`src/rtl/fifo_ctrl_pkg.sv`:
```
// Shared state encodings, default sizes and a width helper for the shared-FIFO controller.
package fifo_ctrl_pkg;

  localparam int DEFAULT_DW    = 8;
  localparam int DEFAULT_DEPTH = 4;

  typedef enum logic [1:0] {
    ST_RUN   = 2'd0,
    ST_DRAIN = 2'd1,
    ST_DONE  = 2'd2
  } state_e;

  function automatic int clog2(input int value);
    int result;
    result = 0;
    for (int i = 0; i < 31; i++) begin
      if ((1 << i) < value) result = i + 1;
    end
    return result;
  endfunction

endpackage

```
`src/rtl/rr_arbiter.sv`:
```
// Round-robin arbiter: grants the first asserted request at or above rrPtr, wrapping modulo NREQ.
module rr_arbiter
  import fifo_ctrl_pkg::*;
#(
  parameter int NREQ = 4,
  parameter int TW   = clog2(NREQ)
) (
  input  logic [NREQ-1:0] req,
  input  logic [TW-1:0]   rr_ptr,
  input  logic            enable,
  output logic [NREQ-1:0] gnt,
  output logic [TW-1:0]   winner
);

  logic          found;
  logic [TW-1:0] idx;

  always_comb begin
    gnt    = '0;
    winner = '0;
    found  = 1'b0;
    idx    = '0;
    for (int i = 0; i < NREQ; i++) begin
      idx = TW'((int'(rr_ptr) + i) % NREQ);
      if (enable && !found && req[idx]) begin
        found    = 1'b1;
        winner   = idx;
        gnt[idx] = 1'b1;
      end
    end
  end

endmodule

```
`src/rtl/fifo_share_ctrl.sv`:
```
// Shares one byte FIFO between NREQ producers and one consumer, tracking the writer tag of
// every entry, draining on flush and flagging disagreement between occupancy and FIFO flags.
module fifo_share_ctrl
  import fifo_ctrl_pkg::*;
#(
  parameter int NREQ  = 4,
  parameter int DW    = DEFAULT_DW,
  parameter int DEPTH = DEFAULT_DEPTH,
  parameter int TW    = clog2(NREQ)
) (
  input  logic                  clk,
  input  logic                  reset,
  input  logic [NREQ-1:0]       req,
  input  logic [NREQ*DW-1:0]    req_data,
  output logic [NREQ-1:0]       gnt,
  output logic                  fifo_push,
  output logic [DW-1:0]         fifo_din,
  output logic                  fifo_pop,
  input  logic [DW-1:0]         fifo_dout,
  input  logic                  fifo_full,
  input  logic                  fifo_empty,
  input  logic                  rd_req,
  output logic                  rd_valid,
  output logic [DW-1:0]         rd_data,
  output logic [TW-1:0]         rd_tag,
  input  logic                  flush,
  output logic                  flush_busy,
  output logic                  flush_done,
  output logic [clog2(DEPTH):0] occupancy,
  output logic                  sync_err
);

  localparam int AW = clog2(DEPTH);
  localparam int OW = AW + 1;

  state_e        state_q, state_d;
  logic [TW-1:0] rrPtr_q, rrPtr_d;
  logic [OW-1:0] occ_q, occ_d;
  logic [TW-1:0] tagMem_q [DEPTH];
  logic [AW-1:0] wrPtr_q, rdPtr_q;
  logic [AW-1:0] wrPtrNext, rdPtrNext;
  logic          rdValid_q;
  logic [DW-1:0] rdData_q;
  logic [TW-1:0] rdTag_q;
  logic          syncErr_q;

  logic          inRun, inDrain;
  logic          pop, pushEn, pushOk, popOk, desync;
  logic [TW-1:0] winner;

  assign inRun   = (state_q == ST_RUN);
  assign inDrain = (state_q == ST_DRAIN);

  // Pop outranks push so the FIFO never sees both strobes in one cycle.
  assign pop    = (inRun & rd_req & ~fifo_empty) | (inDrain & ~fifo_empty);
  assign pushEn = inRun & ~fifo_full & ~pop;

  rr_arbiter #(
    .NREQ (NREQ),
    .TW   (TW)
  ) u_arb (
    .req    (req),
    .rr_ptr (rrPtr_q),
    .enable (pushEn),
    .gnt    (gnt),
    .winner (winner)
  );

  assign fifo_push = |gnt;
  assign fifo_pop  = pop;
  assign fifo_din  = fifo_push ? req_data[int'(winner)*DW +: DW] : '0;

  assign pushOk    = fifo_push && (occ_q != OW'(DEPTH));
  assign popOk     = pop && (occ_q != '0);
  assign wrPtrNext = (wrPtr_q == AW'(DEPTH-1)) ? '0 : wrPtr_q + 1'b1;
  assign rdPtrNext = (rdPtr_q == AW'(DEPTH-1)) ? '0 : rdPtr_q + 1'b1;
  assign desync    = ((occ_q == '0) != fifo_empty) | ((occ_q == OW'(DEPTH)) != fifo_full);

  always_comb begin
    state_d = state_q;
    case (state_q)
      ST_RUN:   if (flush) state_d = ST_DRAIN;
      ST_DRAIN: if ((occ_q == '0) && !pop) state_d = ST_DONE;
      ST_DONE:  state_d = ST_RUN;
      default:  state_d = ST_RUN;
    endcase
  end

  always_comb begin
    occ_d   = occ_q;
    rrPtr_d = rrPtr_q;
    if (pushOk) occ_d = occ_q + 1'b1;
    else if (popOk) occ_d = occ_q - 1'b1;
    if (fifo_push) rrPtr_d = TW'((int'(winner) + 1) % NREQ);
  end

  always_ff @(posedge clk or posedge reset) begin
    if (reset) begin
      state_q   <= ST_RUN;
      rrPtr_q   <= '0;
      occ_q     <= '0;
      wrPtr_q   <= '0;
      rdPtr_q   <= '0;
      rdValid_q <= 1'b0;
      rdData_q  <= '0;
      rdTag_q   <= '0;
      syncErr_q <= 1'b0;
      for (int i = 0; i < DEPTH; i++) tagMem_q[i] <= '0;
    end else begin
      state_q   <= state_d;
      rrPtr_q   <= rrPtr_d;
      occ_q     <= occ_d;
      syncErr_q <= syncErr_q | desync;
      if (pushOk) begin
        tagMem_q[wrPtr_q] <= winner;
        wrPtr_q           <= wrPtrNext;
      end
      if (popOk) rdPtr_q <= rdPtrNext;
      // Drain pops are discarded, so only RUN pops reach the consumer.
      rdValid_q <= pop & inRun;
      if (pop && inRun) begin
        rdData_q <= fifo_dout;
        rdTag_q  <= tagMem_q[rdPtr_q];
      end
    end
  end

  assign rd_valid   = rdValid_q;
  assign rd_data    = rdData_q;
  assign rd_tag     = rdTag_q;
  assign flush_busy = inDrain;
  assign flush_done = (state_q == ST_DONE);
  assign occupancy  = occ_q;
  assign sync_err   = syncErr_q;

endmodule

```
`config.mk`:
```
export PLATFORM = sky130hd
export DESIGN_NAME = fifo_share_ctrl
export DESIGN_NICKNAME = d
export VERILOG_FILES = /design/src/rtl/fifo_ctrl_pkg.sv /design/src/rtl/rr_arbiter.sv /design/src/rtl/fifo_share_ctrl.sv
export SDC_FILE = /design/constraint.sdc
export NUM_CORES = 1
export LEC_CHECK = 0
export BUFFER_PORTS_ARGS = -buffer_cell sky130_fd_sc_hd__buf_2
export CAP_MARGIN = 5
export CORE_MARGIN = 5
export CORE_UTILIZATION = 52
export CTS_BUF_LIST = sky130_fd_sc_hd__clkbuf_16
export DETAILED_ROUTE_END_ITERATION = 8
export GPL_TIMING_DRIVEN = 0
export PLACE_DENSITY = 0.84
export SLEW_MARGIN = 20
export SYNTH_ARGS = -nofsm -noshare
export SYNTH_HDL_FRONTEND = slang
export SYNTH_SLANG_ARGS = --single-unit
```
`constraint.sdc`:
```
create_clock -name clk -period 6.99 [get_ports clk]
set_input_delay 1.398 -clock clk [delete_from_list [all_inputs] [get_ports clk]]
set_output_delay 1.398 -clock clk [all_outputs]
set_load 0.01 [all_outputs]
```
# ---- After elaboration in Yosys (flattened, before gate mapping)
# Index checks and enable logic that the tools add are counted.
dict set report totals {
  rom_bits 0
  mem_count 0
  elab_cells 127
  output_inout_bits 31
  ram_bits 0
  latchBits 0
  regBits 31
}
dict set report op_classes {
  n_mul 0
  bitwise 17
  n_eq_ne 10
  add_sub_neg 8
  n_reduce_logical 26
  n_mux 41
  div 0
  n_lt_le_gt_ge 11
  shift 1
}
# op count
set ops {}
lappend ops {{32-bit by 6-bit indexed part select with 8-bit output} 1}
lappend ops {{2-bit 2-to-1 mux} 11}
lappend ops {{1-bit logical AND} 16}
lappend ops {{4-bit 2-to-1 mux} 4}
lappend ops {{2-bit by 3-bit < comparator with 1-bit output, second input constant} 4}
lappend ops {{4-bit bitwise OR} 3}
lappend ops {{1-bit 2-to-1 mux} 11}
lappend ops {{2-bit by 1-bit adder with 2-bit output, second input constant} 4}
lappend ops {{1-bit binary-select mux with 2-bit select} 4}
lappend ops {{8-bit bitwise mux} 1}
lappend ops {{1-bit demux with 2-bit select} 4}
lappend ops {{2-bit by 1-bit >= comparator with 1-bit output, second input constant} 4}
lappend ops {{8-bit 2-to-1 mux} 1}
lappend ops {{1-bit bitwise AND} 6}
lappend ops {{2-bit equality test, second input constant} 3}
lappend ops {{3-bit >= comparator, second input constant} 2}
lappend ops {{3-bit 2-to-1 mux} 2}
lappend ops {{2-bit inverter with 3-bit output} 2}
lappend ops {{2-bit adder, second input constant} 2}
lappend ops {{2-bit binary-select mux with 2-bit select} 1}
lappend ops {{2-bit demux with 2-bit select} 1}
lappend ops {{1-bit logical NOT} 4}
lappend ops {{2-bit one-hot mux with 2 select lines} 1}
lappend ops {{4-bit OR reduction} 1}
lappend ops {{16 further kinds} 21}

# ---- Depth between registers and ports, before layout
dict set report depth {
  depth_word 23
  depth_mapped 12
}

# ---- Hierarchy
# From an unflattened synthesis, not the netlist that was laid out.
dict set report unflattened {
  cells_unflattened 204
  hier_area_um2 2275.9
}
# mod n_inst area_per_inst_um2 cells_per_inst
set by_module_without_submodules {}
lappend by_module_without_submodules {fifo_share_ctrl 1 1721.7 136}
lappend by_module_without_submodules {rr_arbiter 1 554.3 68}

# ---- Worst setup path after synthesis
# No wires, ideal clock.
dict set report synth_timing {
  path_type {in2out}
  startpoint {in req[2]}
  endpoint {out fifo_din[1]}
  cell_stages 8
  path_buffers 1
  path_slack_ns 2.210
  arrival_time_ns 3.382
  cell_sequence {mux4_2 -> mux2i_1 -> o22ai_1 -> a2bb2oi_2 -> nor2_2 -> buf_6 -> mux4_2 -> and2_1}
}
dict set report synth_between {
  elab_chain_len 18
  word_cells_on_any_way 35
  cone_classes {shift (1); mux (20); bitwise (3); reduce/logical (11)}
}
# element line_no
set synth_rtl {}
lappend synth_rtl {{start, declared} fifo_share_ctrl.sv:13} ;# input logic [NREQ-1:0] req,
lappend synth_rtl {{1-bit binary-select mux with 2-bit select} rr_arbiter.sv:25} ;# if (enable && !found && req[idx]) begin
lappend synth_rtl {{1-bit 2-to-1 mux (not written as such)} rr_arbiter.sv:25}
lappend synth_rtl {{1-bit logical AND} rr_arbiter.sv:25}
lappend synth_rtl {{1-bit 2-to-1 mux} rr_arbiter.sv:25}
lappend synth_rtl {{1-bit logical NOT} rr_arbiter.sv:25}
lappend synth_rtl {{1-bit logical AND (2 in a row)} rr_arbiter.sv:25}
lappend synth_rtl {{1-bit 2-to-1 mux} rr_arbiter.sv:25}
lappend synth_rtl {{1-bit logical NOT} rr_arbiter.sv:25}
lappend synth_rtl {{1-bit logical AND (2 in a row)} rr_arbiter.sv:25}
lappend synth_rtl {{1-bit 2-to-1 mux} rr_arbiter.sv:25}
lappend synth_rtl {{1-bit logical NOT} rr_arbiter.sv:25}
lappend synth_rtl {{1-bit logical AND (2 in a row)} rr_arbiter.sv:25}
lappend synth_rtl {{2-bit 2-to-1 mux / 4-bit 2-to-1 mux (equally long branches)} rr_arbiter.sv:25}
lappend synth_rtl {{32-bit by 6-bit indexed part select with 8-bit output / 4-bit OR reduction (equally long branches)} {fifo_share_ctrl.sv:71, fifo_share_ctrl.sv:69}}
lappend synth_rtl {{8-bit 2-to-1 mux *} fifo_share_ctrl.sv:71} ;# assign fifo_din = fifo_push ? req_data[int'(winner)*DW +: DW] : '0;
lappend synth_rtl {{end, declared} fifo_share_ctrl.sv:17} ;# output logic [DW-1:0] fifo_din,
# Every way passes the cells marked *; elsewhere a longest branch is shown, timed or not. The select of a mux whose other input is x is not followed.

# ---- Worst setup path in the final report
dict set report layout_timing {
  startpoint {in req[0]}
  endpoint {out fifo_din[6]}
}
# The elaborated chain is that of the path after synthesis.

==> out/metrics.cfg <==
[setup_path]
regToRegSetupSlack_ns = 3.55
cp_max_fo = 10
cp-start-kind = input port
r2r-start = rrPtr_q[1]
setup.worst_path.class = input port to output port
crit_required_ns = 5.59
r2r_cells = 11
timing.rr.end = occupancy[2]
cp-end-kind = output port
arrival_ns = 3.78

[sta]
finalCritPeriodShare_pct = 74.05
slew_headroom_pct = 57.31
finalMaxSlewViolations = 0
timing.fmax_mhz = 193.2
tns_ns = 0
setup_violations = 0
rsz0062_at_grt = no
finalHoldViolCount = 0
skew_ns = 0.005184
worstMarginPinSlew_ns = 0.6395
fin_crit_ns = 5.176

[layout]
nets = 334
num-fill-cells = 319
syn2layout_area_growth_pct = 28.00
utilization_pct = 68.50
diodes = 0
drive_gt1_share_pct = 48.18
final_cells = 324

[floorplanning]
core_area_um2 = 4000
die_area_um2 = 5500
ios = 81
die_h_um = 74.17
die_x_um = 74.17
initial_core_util_pct = 53.52
rows = 23

[placed_design]
placed_cells = 316
place_congestion = 0.7935
port_buffers = 80
dp_hpwl_mm = 3.773

[logic_synthesis]
syn-mean-instance-area_um2 = 11.51
synth_flop_cell = dfrtp_1
synth_top_area_share_pct = 36.24
synth.distinct_cells = 40
synthTopCellsByArea = dfrtp_1 36%, mux4_2 15%, mux2_2 11%
async_reset_ff_share_pct = 100.0
yosysWarnings = 0
synth_cells = 186
synth_area_um2 = 2141
synth_top_area_cell = dfrtp_1
yosysSeqAreaShare_pct = 36.24
synth_seq_cells = 31
syn_nets = 247
synth_edf_count = 0

[routing]
wl_per_cell_um = 15.24
routed_wl_mm = 4.938
num_vias = 1804
drc = 0
dr.pass1.iters = 4
drt_iter0_drc = 112
viasPerCell = 5.568
antenna_left = 0

[run]
drv_cap = 0

[grt]
grt_max_degree = 32
grt-ovfl-total = 0
antenna_found_initial = 0
grt_pass1_vias = 1765
grt_first_pass_wirelength_mm = 7.969
grtUsageTotal_pct = 18.89

[clocking]
cts_tree = done
insertion_delay_ns = 0.27
clock-sinks = 31
clkTransAtPathRegs_ns = 0.05
root_buffer = clkbuf_16
cts-hold-fix-buffers = 0
ctsResizeCount = 0
cts_inserted_buffers = 5
cts_buffer_depth = 2
cts_setup_buffers = 0
htree_num_levels = 2

[hold_path]
whs_endpoint = sync_err
worstHoldStart = sync_err
hp-class = flip-flop to flip-flop
whs_path_depth = 1

[power_and_ir_drop]
p_leak_nw = 1.391
vdd_drop_max_v = 0.0003576
powerDensity_nw_per_um2 = 415.6

[status]
outcome = finished, final reports clean

synthesized netlist by cell type, types with 3 or more instances:
| cell | count |
|---|---|
| a21oi_1 | 6 |
| a311oi_1 | 5 |
| and2_1 | 8 |
| and3_1 | 5 |
| buf_2 | 4 |
| dfrtp_1 | 31 |
| ha_1 | 10 |
| inv_1 | 11 |
| mux2_2 | 20 |
| mux2i_1 | 5 |
| mux4_2 | 14 |
| nand2_1 | 8 |
| nand3_1 | 3 |
| nand3b_1 | 5 |
| nor2_1 | 11 |
| nor2b_1 | 7 |
| o21ai_0 | 5 |
final cells by class:
| class | instances | area, µm² | share of cell area (%) |
|---|---|---|---|
| Clock inverter | 3 | 11.26 | 0.4110 |
| Buffer | 8 | 53.80 | 1.963 |
| Clock buffer | 5 | 125.1 | 4.566 |
| Multi-Input combinational cell | 136 | 1270 | 46.35 |
| Tap cell | 50 | 62.56 | 2.283 |
| Sequential cell | 31 | 775.7 | 28.31 |
| Timing Repair Buffer | 80 | 400.4 | 14.61 |
| Inverter | 11 | 41.29 | 1.507 |
kinds of logic (layout without fill, tap and decap cells):
group | count (synthesis) | count (layout) | synth area share (%)
mux | 41 | 41 | 28.64
compound gates | 25 | 25 | 7.890
simple gates | 58 | 58 | 15.61
flops | 31 | 31 | 36.24
buf+inv | 19 | 107 | 4.442
xor+xnor | 1 | 1 | 0.4092
fa+ha+maj | 11 | 11 | 6.780
cells in the final DEF, fill, tap and decap left out, types with 2 or more instances in the layout:
master	Yosys	final
and3_1	5	5
ha_1	10	10
nand3b_1	5	5
nor2_1	11	11
nor2b_1	7	7
mux2_1	2	2
o21ai_0	5	5
clkbuf_16	0	5
inv_1	11	11
mux2i_1	5	5
nand2_1	8	8
nor3_1	2	2
buf_2	4	84
a311oi_1	5	5
dfrtp_1	31	31
and2_1	8	8
a21oi_1	6	6
mux2_2	20	20
mux4_2	14	14
o22ai_1	2	2
buf_6	2	2
clkinv_1	0	2
o21ai_1	2	2
nand3_1	3	3
metrics by stage:
stage | cell area, µm² | hold WS (ns) | setup slack, ns | total power [mW]
final | 2740 | 0.4527 | 1.814 | 1.139
after global routing | 2740 | 0.4831 | 1.560 | 1.231
after CTS | 2740 | 0.4563 | 1.785 | 1.147
after detailed placement | 2604 | 0.4393 | 1.794 | 0.9403
after global placement | 2604 | 0.4377 | 1.818 | 0.9214
after floorplan | 2141 | 0.4533 | 2.210 | 0.7688
power by group:
| part | internal [mW] | switching, mW | total (mW) |
|---|---|---|---|
| clock | 0.128 | 0.0705 | 0.198 |
| sequential | 0.259 | 0.0702 | 0.329 |
| combinational | 0.303 | 0.308 | 0.612 |
worst max-delay path, cell delays in order:
cell	delay, ns
buf_2	0.13
mux4_2	0.49
nor2b_1	0.25
o21ai_0	0.10
o21ai_0	0.24
and2b_1	0.26
buf_2	0.28
mux4_2	0.33
and2_1	0.17
buf_2	0.13
worst max path at each step:
stage,start,end,slack (ns)
floorplan,req[2],fifo_din[1],2.21
global placement,req[2],fifo_din[1],1.82
detailed placement,req[0],fifo_din[6],1.79
CTS,req[0],fifo_din[4],1.78
global route,req[0],fifo_din[4],1.56
finish,req[0],fifo_din[6],1.81
metal layers:
metal / vias to the layer above / track usage (%) / part of all wire [%]
met5: - / 0 / 0
met4: 0 / 5.835 / 1.2
met3: 6 / 6.351 / 10
met2: 74 / 31.30 / 47
met1: 872 / 23.40 / 42
li1: 852 / - / -
flip-flops by register name, indices dropped and copies added, names as in the netlist:
name / count
sync_err: 1
state_q: 2
wrPtr_q: 2
rd_data: 8
occupancy: 3
rdPtr_q: 2
rd_valid: 1
tagMem_q: 8
rrPtr_q: 2
rd_tag: 2
(Power assumes the default switching activity.)
